===== src/rtl/axi_lite_mbox_array.sv =====
// N-channel AXI-Lite mailbox: per-channel DATA FIFO, threshold interrupt (level or pulse) and sticky status.
// One transaction in flight; reads and writes alternate round-robin when both are pending.

package axi_lite_mbox_pkg;
  typedef struct packed { logic [31:0] addr; logic [2:0] prot; } aw_chan_t;
  typedef struct packed { logic [31:0] data; logic [3:0] strb; } w_chan_t;
  typedef struct packed { logic [1:0] resp; } b_chan_t;
  typedef struct packed { logic [31:0] addr; logic [2:0] prot; } ar_chan_t;
  typedef struct packed { logic [31:0] data; logic [1:0] resp; } r_chan_t;

  typedef struct packed {
    aw_chan_t aw;
    logic     aw_valid;
    w_chan_t  w;
    logic     w_valid;
    logic     b_ready;
    ar_chan_t ar;
    logic     ar_valid;
    logic     r_ready;
  } req_lite_t;

  typedef struct packed {
    logic    aw_ready;
    logic    w_ready;
    b_chan_t b;
    logic    b_valid;
    logic    ar_ready;
    r_chan_t r;
    logic    r_valid;
  } resp_lite_t;
endpackage

module axi_lite_mbox_array #(
  parameter int unsigned          NumChan   = 4,
  parameter int unsigned          Depth     = 8,
  parameter int unsigned          AddrWidth = 32,
  parameter int unsigned          DataWidth = 32,
  parameter logic [AddrWidth-1:0] BaseAddr  = AddrWidth'(32'h1040_2000),
  parameter type                  req_lite_t  = axi_lite_mbox_pkg::req_lite_t,
  parameter type                  resp_lite_t = axi_lite_mbox_pkg::resp_lite_t
) (
  input  logic               clk_i,
  input  logic               rst_i,
  input  req_lite_t          slv_req_i,
  output resp_lite_t         slv_resp_o,
  output logic [NumChan-1:0] irq_o
);

  localparam int unsigned PtrW = (Depth > 1) ? $clog2(Depth) : 1;
  localparam int unsigned CntW = $clog2(Depth) + 1;
  localparam int unsigned ChW  = (NumChan > 1) ? $clog2(NumChan) : 1;
  localparam logic [AddrWidth-1:0] WinSize = AddrWidth'(NumChan * 16);

  localparam logic [1:0] RespOkay   = 2'b00;
  localparam logic [1:0] RespSlvErr = 2'b10;
  localparam logic [1:0] RespDecErr = 2'b11;

  typedef enum logic [1:0] {StIdle, StWrResp, StRdResp} state_e;

  state_e r_state, w_nextState;
  logic   r_lastWasWrite;
  logic [1:0]           r_bResp, r_rResp;
  logic [DataWidth-1:0] r_rData;

  logic [DataWidth-1:0] r_mem   [NumChan][Depth];
  logic [PtrW-1:0]      r_wrPtr [NumChan];
  logic [PtrW-1:0]      r_rdPtr [NumChan];
  logic [CntW-1:0]      r_count [NumChan];
  logic [7:0]           r_thresh[NumChan];
  logic [NumChan-1:0]   r_en, r_mode, r_stat, r_cond, r_irq;

  logic                 w_grantWr, w_grantRd;
  logic [AddrWidth-1:0] w_addr, w_off;
  logic                 w_inRange;
  logic [ChW-1:0]       w_chan;
  logic [1:0]           w_reg;
  logic                 w_full, w_empty, w_push, w_pop;
  logic [1:0]           w_bResp, w_rResp;
  logic [DataWidth-1:0] w_rData;
  logic [NumChan-1:0]   w_cond, w_rise, w_clr;
  logic                 w_unused;

  assign w_unused = ^{slv_req_i.aw.prot, slv_req_i.ar.prot};

  // Round-robin: when both are pending, the type not served last goes first.
  assign w_grantWr = (r_state == StIdle) && slv_req_i.aw_valid && slv_req_i.w_valid &&
                     (!slv_req_i.ar_valid || !r_lastWasWrite);
  assign w_grantRd = (r_state == StIdle) && slv_req_i.ar_valid && !w_grantWr;

  assign w_addr    = w_grantWr ? slv_req_i.aw.addr : slv_req_i.ar.addr;
  assign w_off     = w_addr - BaseAddr;
  assign w_inRange = (w_off < WinSize);
  assign w_chan    = w_off[4 +: ChW];
  assign w_reg     = w_off[3:2];
  assign w_full    = (r_count[w_chan] == CntW'(Depth));
  assign w_empty   = (r_count[w_chan] == '0);

  assign w_push = w_grantWr && w_inRange && (w_reg == 2'd0) && (slv_req_i.w.strb == 4'hF) && !w_full;
  assign w_pop  = w_grantRd && w_inRange && (w_reg == 2'd0) && !w_empty;

  always_comb begin
    w_bResp = RespOkay;
    if (!w_inRange) w_bResp = RespDecErr;
    else if ((w_reg == 2'd0) && ((slv_req_i.w.strb != 4'hF) || w_full)) w_bResp = RespSlvErr;
  end

  always_comb begin
    w_rResp = RespOkay;
    w_rData = '0;
    if (!w_inRange) begin
      w_rResp = RespDecErr;
    end else begin
      case (w_reg)
        2'd0: begin
          if (w_empty) w_rResp = RespSlvErr;
          else         w_rData = r_mem[w_chan][r_rdPtr[w_chan]];
        end
        2'd1:    w_rData = DataWidth'({16'(r_count[w_chan]), 14'b0, w_full, w_empty});
        2'd2:    w_rData = DataWidth'({16'b0, r_thresh[w_chan], 5'b0, r_mode[w_chan], 1'b0, r_en[w_chan]});
        default: w_rData = DataWidth'(r_stat[w_chan]);
      endcase
    end
  end

  // A threshold above Depth can never be reached by count, so it yields 0 naturally.
  always_comb begin
    w_cond = '0;
    for (int c = 0; c < NumChan; c++) begin
      if (r_en[c]) begin
        if (r_thresh[c] == 8'd0) w_cond[c] = (r_count[c] != '0);
        else                     w_cond[c] = (32'(r_count[c]) >= 32'(r_thresh[c]));
      end
    end
  end

  assign w_rise = w_cond & ~r_cond;

  always_comb begin
    w_clr = '0;
    if (w_grantWr && w_inRange && (w_reg == 2'd3) && slv_req_i.w.strb[0] && slv_req_i.w.data[0])
      w_clr[w_chan] = 1'b1;
  end

  always_comb begin
    w_nextState = r_state;
    case (r_state)
      StIdle: begin
        if (w_grantWr)      w_nextState = StWrResp;
        else if (w_grantRd) w_nextState = StRdResp;
      end
      StWrResp: if (slv_req_i.b_ready) w_nextState = StIdle;
      StRdResp: if (slv_req_i.r_ready) w_nextState = StIdle;
      default:  w_nextState = StIdle;
    endcase
  end

  always_comb begin
    slv_resp_o          = '0;
    slv_resp_o.aw_ready = w_grantWr;
    slv_resp_o.w_ready  = w_grantWr;
    slv_resp_o.ar_ready = w_grantRd;
    slv_resp_o.b_valid  = (r_state == StWrResp);
    slv_resp_o.b.resp   = r_bResp;
    slv_resp_o.r_valid  = (r_state == StRdResp);
    slv_resp_o.r.data   = r_rData;
    slv_resp_o.r.resp   = r_rResp;
  end

  assign irq_o = r_irq;

  always_ff @(posedge clk_i) begin
    if (w_push) r_mem[w_chan][r_wrPtr[w_chan]] <= slv_req_i.w.data;
  end

  always_ff @(posedge clk_i) begin
    if (rst_i) begin
      r_state        <= StIdle;
      r_lastWasWrite <= 1'b0;
      r_bResp        <= RespOkay;
      r_rResp        <= RespOkay;
      r_rData        <= '0;
      r_en           <= '0;
      r_mode         <= '0;
      r_stat         <= '0;
      r_cond         <= '0;
      r_irq          <= '0;
      for (int c = 0; c < NumChan; c++) begin
        r_wrPtr[c]  <= '0;
        r_rdPtr[c]  <= '0;
        r_count[c]  <= '0;
        r_thresh[c] <= 8'd1;
      end
    end else begin
      r_state <= w_nextState;
      if (w_grantWr) begin
        r_lastWasWrite <= 1'b1;
        r_bResp        <= w_bResp;
      end
      if (w_grantRd) begin
        r_lastWasWrite <= 1'b0;
        r_rResp        <= w_rResp;
        r_rData        <= w_rData;
      end
      if (w_push) begin
        r_wrPtr[w_chan] <= r_wrPtr[w_chan] + PtrW'(1);
        r_count[w_chan] <= r_count[w_chan] + CntW'(1);
      end
      if (w_pop) begin
        r_rdPtr[w_chan] <= r_rdPtr[w_chan] + PtrW'(1);
        r_count[w_chan] <= r_count[w_chan] - CntW'(1);
      end
      if (w_grantWr && w_inRange && (w_reg == 2'd2)) begin
        if (slv_req_i.w.strb[0]) begin
          r_en[w_chan]   <= slv_req_i.w.data[0];
          r_mode[w_chan] <= slv_req_i.w.data[2];
        end
        if (slv_req_i.w.strb[1]) r_thresh[w_chan] <= slv_req_i.w.data[15:8];
      end
      r_cond <= w_cond;
      for (int c = 0; c < NumChan; c++) r_irq[c] <= r_mode[c] ? w_rise[c] : w_cond[c];
      // Set wins over a simultaneous W1C.
      r_stat <= (r_stat & ~w_clr) | w_rise;
    end
  end

endmodule


===== config.mk =====
export PLATFORM = sky130hd
export DESIGN_NAME = axi_lite_mbox_array
export DESIGN_NICKNAME = d
export VERILOG_FILES = /design/src/rtl/axi_lite_mbox_array.sv
export SDC_FILE = /design/constraint.sdc
export NUM_CORES = 1
export LEC_CHECK = 0
export ABC_AREA = 1
export BUFFER_PORTS_ARGS = -buffer_cell sky130_fd_sc_hd__buf_2
export CORE_MARGIN = 1.5
export CORE_UTILIZATION = 60
export DETAILED_ROUTE_END_ITERATION = 10
export PLACE_DENSITY = 0.78
export SYNTH_ARGS = -nofsm -noshare
export SYNTH_HDL_FRONTEND = slang
export SYNTH_SLANG_ARGS = --single-unit

===== constraint.sdc =====
create_clock -name clk_i -period 8.62 [get_ports clk_i]
set_input_delay 1.293 -clock clk_i [delete_from_list [all_inputs] [get_ports clk_i]]
set_output_delay 1.293 -clock clk_i [all_outputs]
set_load 0.005 [all_outputs]

# After elaboration in Yosys (flattened, before gate mapping)
# Memory sizes are Yosys's and may differ from the RTL's.
# Index checks and enable logic that the tools add are counted.
# classes
n_addsub	5
order_cmp	10
n_eq_ne	11
mux	68
n_bitwise	8
n_reduce_logical	44
# ops
op	count
$mux 256	1
$mux 32	6
$bmux 32 s3	1
$demux 32 s3	1
$pmux 32 s3	1
$ge 4x8->1	4
$logic_not 8->1	4
$lt 32x7->1 const B	1
$mux 1	32
$sub 32x29->32 const B	1
$mux 2	13
$logic_and 1x1->1	19
$reduce_bool 4->1	4
$mux 4	3
$and 4x4->4	2
$bwmux 4	2
$eq 4x4->1 const B	2
$ge 4x4->1 const B	2
$mux 8	1
$not 3->4	2
$not 4->4	2
$reduce_or 8->1	1
$add 3x1->3 const B	2
$bmux 1 s2	3
other kinds (24)	36
# word_totals
register_bits	59
mem_bits_rw	1096
out_inout_bits	45
word_cells	161
mem_count	5
# mem_list
name	words	word_bits	read_ports	rd_clocked_by_memory_dff	wr	line_no	text
r_mem	4	256	1	0	1	65	logic [DataWidth-1:0] r_mem [NumChan][Depth];
r_thresh	4	8	5	0	4	69	logic [7:0] r_thresh[NumChan];
r_count	4	4	5	0	4	68	logic [CntW-1:0] r_count [NumChan];
r_rdPtr	4	3	1	0	4	67	logic [PtrW-1:0] r_rdPtr [NumChan];
r_wrPtr	4	3	1	0	4	66	logic [PtrW-1:0] r_wrPtr [NumChan];

# Logic depth before layout (Yosys ltp)
# logic_depth
depth_word	17
mapped_depth	31
ltp_nobuf	29

# Worst setup path before layout
# No wires, ideal clock.
# synth_timing
path_type	input port to flip-flop
startpoint	in slv_req_i[1] in the netlist's numbering
endpoint	mem r_mem[0][0] in the netlist's numbering (enable)
arrival_time_ps	5148
required_time_ps	8199
setup_slack_ps	3051
path_stages	19
path_buffers	1
path_cell_list	nand2_1 clkbuf_1 nand4_1 nand2_1 ha_1 nand2_1 nor2_1 nand2_1 nand2_1 nand2_1 nand2_1 nand2_1 nor2_1 nand4_2 nor2_4 nand2_1 nor2_1 nand2_1 nor2_1
# synth_via
elab_chain_cells	12
word_cells_on_any_way	23
# synth_lines
element	line_no	text
start: declaration	44	input req_lite_t slv_req_i,
$logic_not 1->1 *	87	(!slv_req_i.ar_valid || !r_lastWasWrite);
$logic_or 1x1->1 *	87	
$logic_and 1x1->1 *	86	assign w_grantWr = (r_state == StIdle) && slv_req_i.aw_valid && slv_req_i.w_valid &&
$mux 32	90	assign w_addr = w_grantWr ? slv_req_i.aw.addr : slv_req_i.ar.addr;
$sub 32x29->32	91	assign w_off = w_addr - BaseAddr;
$lt 32x7->1 or $mem_v2 4x3 (tied branches)	n/a	
$logic_and 1x1->1 or $not 3->4 (tied branches)	98, 172	
$logic_and 1x1->1 (tied with other cells)	98	assign w_push = w_grantWr && w_inRange && (w_reg == 2'd0) && (slv_req_i.w.strb == 4'hF) && !w_full;
$logic_and 1x1->1, on equally long branches	98, 172	
$logic_and 1x1->1 or $mux 32 (tied branches)	98, 172	
$mux 1 or $demux 32 s3 (tied branches)	172	if (w_push) r_mem[w_chan][r_wrPtr[w_chan]] <= slv_req_i.w.data;
$mux 256 (not written as such)	172	
end: declaration	65	
# Mark *: on every way between the ends. The rest lies on a longest branch, timed or not.

# Final worst setup path
# layout_timing
startpoint	in slv_req_i[1] in the netlist's numbering
endpoint	mem r_mem[1][94] in the netlist's numbering (enable)
# The elaborated chain is that of the path after synthesis.

==> run summary <==
Outcome: completed
Final antenna-violating net count: 0
Synth-to-layout area growth: 12.9%
Synthesized cell area: 44900 um^2
Wirelength, routed: 122 mm
DR WL met3: 12.6 mm
Final Critical Period: 6.30 ns
GRT Total Usage: 0.313
Slew @ Worst Pin: 1.22 ns
Hold crit path type: flop to flop
Fin crit share: 0.731
Final setup fails: 0
Fin. max-slew vios: 0
Cells along the critical path: buf_2, nand2_1, nand3_2, nand2_1, o21ai_1, nor2_1, buf_4, inv_8, o211ai_2, nor2_1, nand3_1, nand2_1, nor2_1, nand2_1, nor2_1, nand2_1, nor2_4, buf_4
Critical Path Fanout Max: 82
Mean area per synthesized cell: 13.8 um^2
Antenna violations before repair: 8
Leakage power: 17.0 nW
Vias in the first global route: 29800
Post-synth cell types: 45
Core box area: 74200 um^2
Largest net degree at the start of global routing: 160
Port bufs: 147
Syn. warnings: 0
Hpwl dp: 67.4 mm
Post-DR vias/cell: 6.80
Initial core utilization: 0.605
GR Overflow Total: 0
Critical path buffer and inverter count: 4
Pwr/cell area: 242 nW/um^2
Drt wl/cell: 27.5 um
Slowest cell on the critical path: nand2_1
EDFF count, synth: 1096
Clock skew: 0.0210 ns
I/O Pins: 158
Delay-heaviest family, CP: simple AND/OR/NAND/NOR gates
Dpl ws: 1.76 ns
Clock latency at the later pin of the worst-skew pair: 0.67 ns
Fin nets: 3514
Initial DRC count: 4349
Fin. Hold Viols: 0
WP data required: 8.93 ns
Remaining DRCs: 0
Crit path DAT: 6.61 ns
Postcts setup bufs: 0
Pwr Total: 12.3 mW
Met2 wire len: 59.5 mm
Die area: 76500 um^2
Worst slew margin: 0.181
Inserted Clock Buffers: 109
Top layer in use: met5
Async SR Flop Fraction: 0
Post-CTS sizing: 0
CP max stage delay: 0.60 ns
Drt first pass iters: 6
Clock tree buffer depth: 3
Clk root buf: clkbuf_16
GPL Wtd Cong: 0.894
Row Count: 100
Die span in y: 277 um
Hold-fix buffers, CTS: 0
Worst VDD drop: 219 uV
CTS tree: built
CTS Sinks: 1155
Crit start category: input pin
Setup Total Neg Slack: 0 ns
Most used cell, CP: nand2_1
CP Capture Type: flop
Commonest non-fill, non-tap cell in the layout: edfxtp_1
Top FF cell, synth: edfxtp_1
Die Width: 277 um
H-tree depth: 3
Met1 WL: 43.8 mm
Worst hold margin: 0.445 ns
Worst-path clk slew: 0.06 ns
Max Cap Violations: 0
Final setup margin: 2.32 ns
Yosys reg bits: 1155
Post-synthesis sequential area ratio: 0.760
First-pass GRT wire length: 180 mm
Most frequent cells in the layout: edfxtp_1, o22ai_1, nand2_1, o21ai_0, nand3_1
Unrepaired setup endpoints after global routing: false
Cells after Synth: 3262
Crit path kind: input pin to flop
Layout cells sized above 1: 0.130
Final Core Density: 0.683
Fmax: 0.159 GHz
Post-synthesis net count: 3397
Vias: 30200
-- through the flow --
stage | instance area, um^2 | instances
2_1_floorplan | 44900 | 3262
6_report | 50700 | 4439
4_1_cts | 50700 | 4437
3_3_place_gp | 46900 | 4237
5_1_grt | 50700 | 4437
3_5_place_dp | 46900 | 4237
-- cell usage after synthesis (3+ instances only) --
cell type,n,share of area
a21boi_0,4,0.00067
a21oi_1,66,0.0074
a221oi_1,14,0.0027
a22o_1,5,0.00098
a22oi_1,8,0.0013
buf_1,22,0.0018
buf_2,19,0.0021
buf_4,5,0.00084
clkbuf_1,161,0.013
dfxtp_1,59,0.026
edfxtp_1,1096,0.73
ha_1,21,0.0059
inv_1,142,0.012
inv_2,16,0.0013
nand2_1,247,0.021
nand3_1,205,0.023
nand3b_1,3,0.00050
nand4_1,43,0.0060
nor2_1,229,0.019
nor2_2,3,0.00042
nor3_1,40,0.0045
nor4_1,12,0.0017
o211ai_1,4,0.00067
o21a_1,8,0.0013
o21ai_0,234,0.026
o21ai_1,12,0.0013
o221ai_1,4,0.00078
o22ai_1,510,0.071
o31ai_1,43,0.0072
or2_2,3,0.00042
xor2_1,5,0.00098
-- power by group --
group          leakage [nW]  switching (mW)  internal (mW)
combinational          4.75           0.842          0.290
sequential             10.4          0.0102           6.15
clock                  1.81            2.04           2.93
-- cell families after synthesis --
| logic type | Yosys count | synth area share |
|---|---|---|
| AO/OA/AOI/OAI | 916 | 0.122 |
| XOR/XNOR | 7 | 0.00137 |
| adder cells (fa/ha/maj) | 22 | 0.00630 |
| buffers and inverters | 366 | 0.0317 |
| flip-flops | 1155 | 0.760 |
| AND/OR/NAND/NOR | 796 | 0.0786 |
-- sequential cells by signal, indices dropped and copies added (netlist names) --
name            flops
r_rdPtr            12
r_stat              4
r_rResp             2
r_bResp             2
r_state             2
r_thresh           32
r_wrPtr            12
r_mem            1024
r_count            16
r_lastWasWrite      1
r_mode              4
irq_o               4
r_rData            32
r_en                4
r_cond              4
-- layer usage --
metal | global-route usage | vias up
li1 | - | 12900
met1 | 0.406 | 14700
met2 | 0.520 | 2255
met3 | 0.0515 | 350
met4 | 0.153 | 12
met5 | 0 | -
-- final timing paths --
path	slack, ns	end	cells after the start	from
max reg2reg	2.75	r_mem[1][94]	17	r_lastWasWrite
max	2.32	r_mem[1][94]	18	slv_req_i[1]
min reg2reg	0.45	irq_o[3]	1	r_cond[3]
min	0.45	irq_o[3]	1	r_cond[3]
-- layout make-up --
cell class | count | area [um^2]
Antenna cell | 2 | 5.00
Clock buffer | 130 | 2930
Clock inverter | 70 | 805
Fill cell | 4685 | 23500
Inverter | 158 | 609
Multi-Input combinational cell | 1741 | 9660
Sequential cell | 1155 | 34100
Tap cell | 969 | 1210
Timing Repair Buffer | 214 | 1350
No activity file was read; power rests on OpenSTA's default activity.
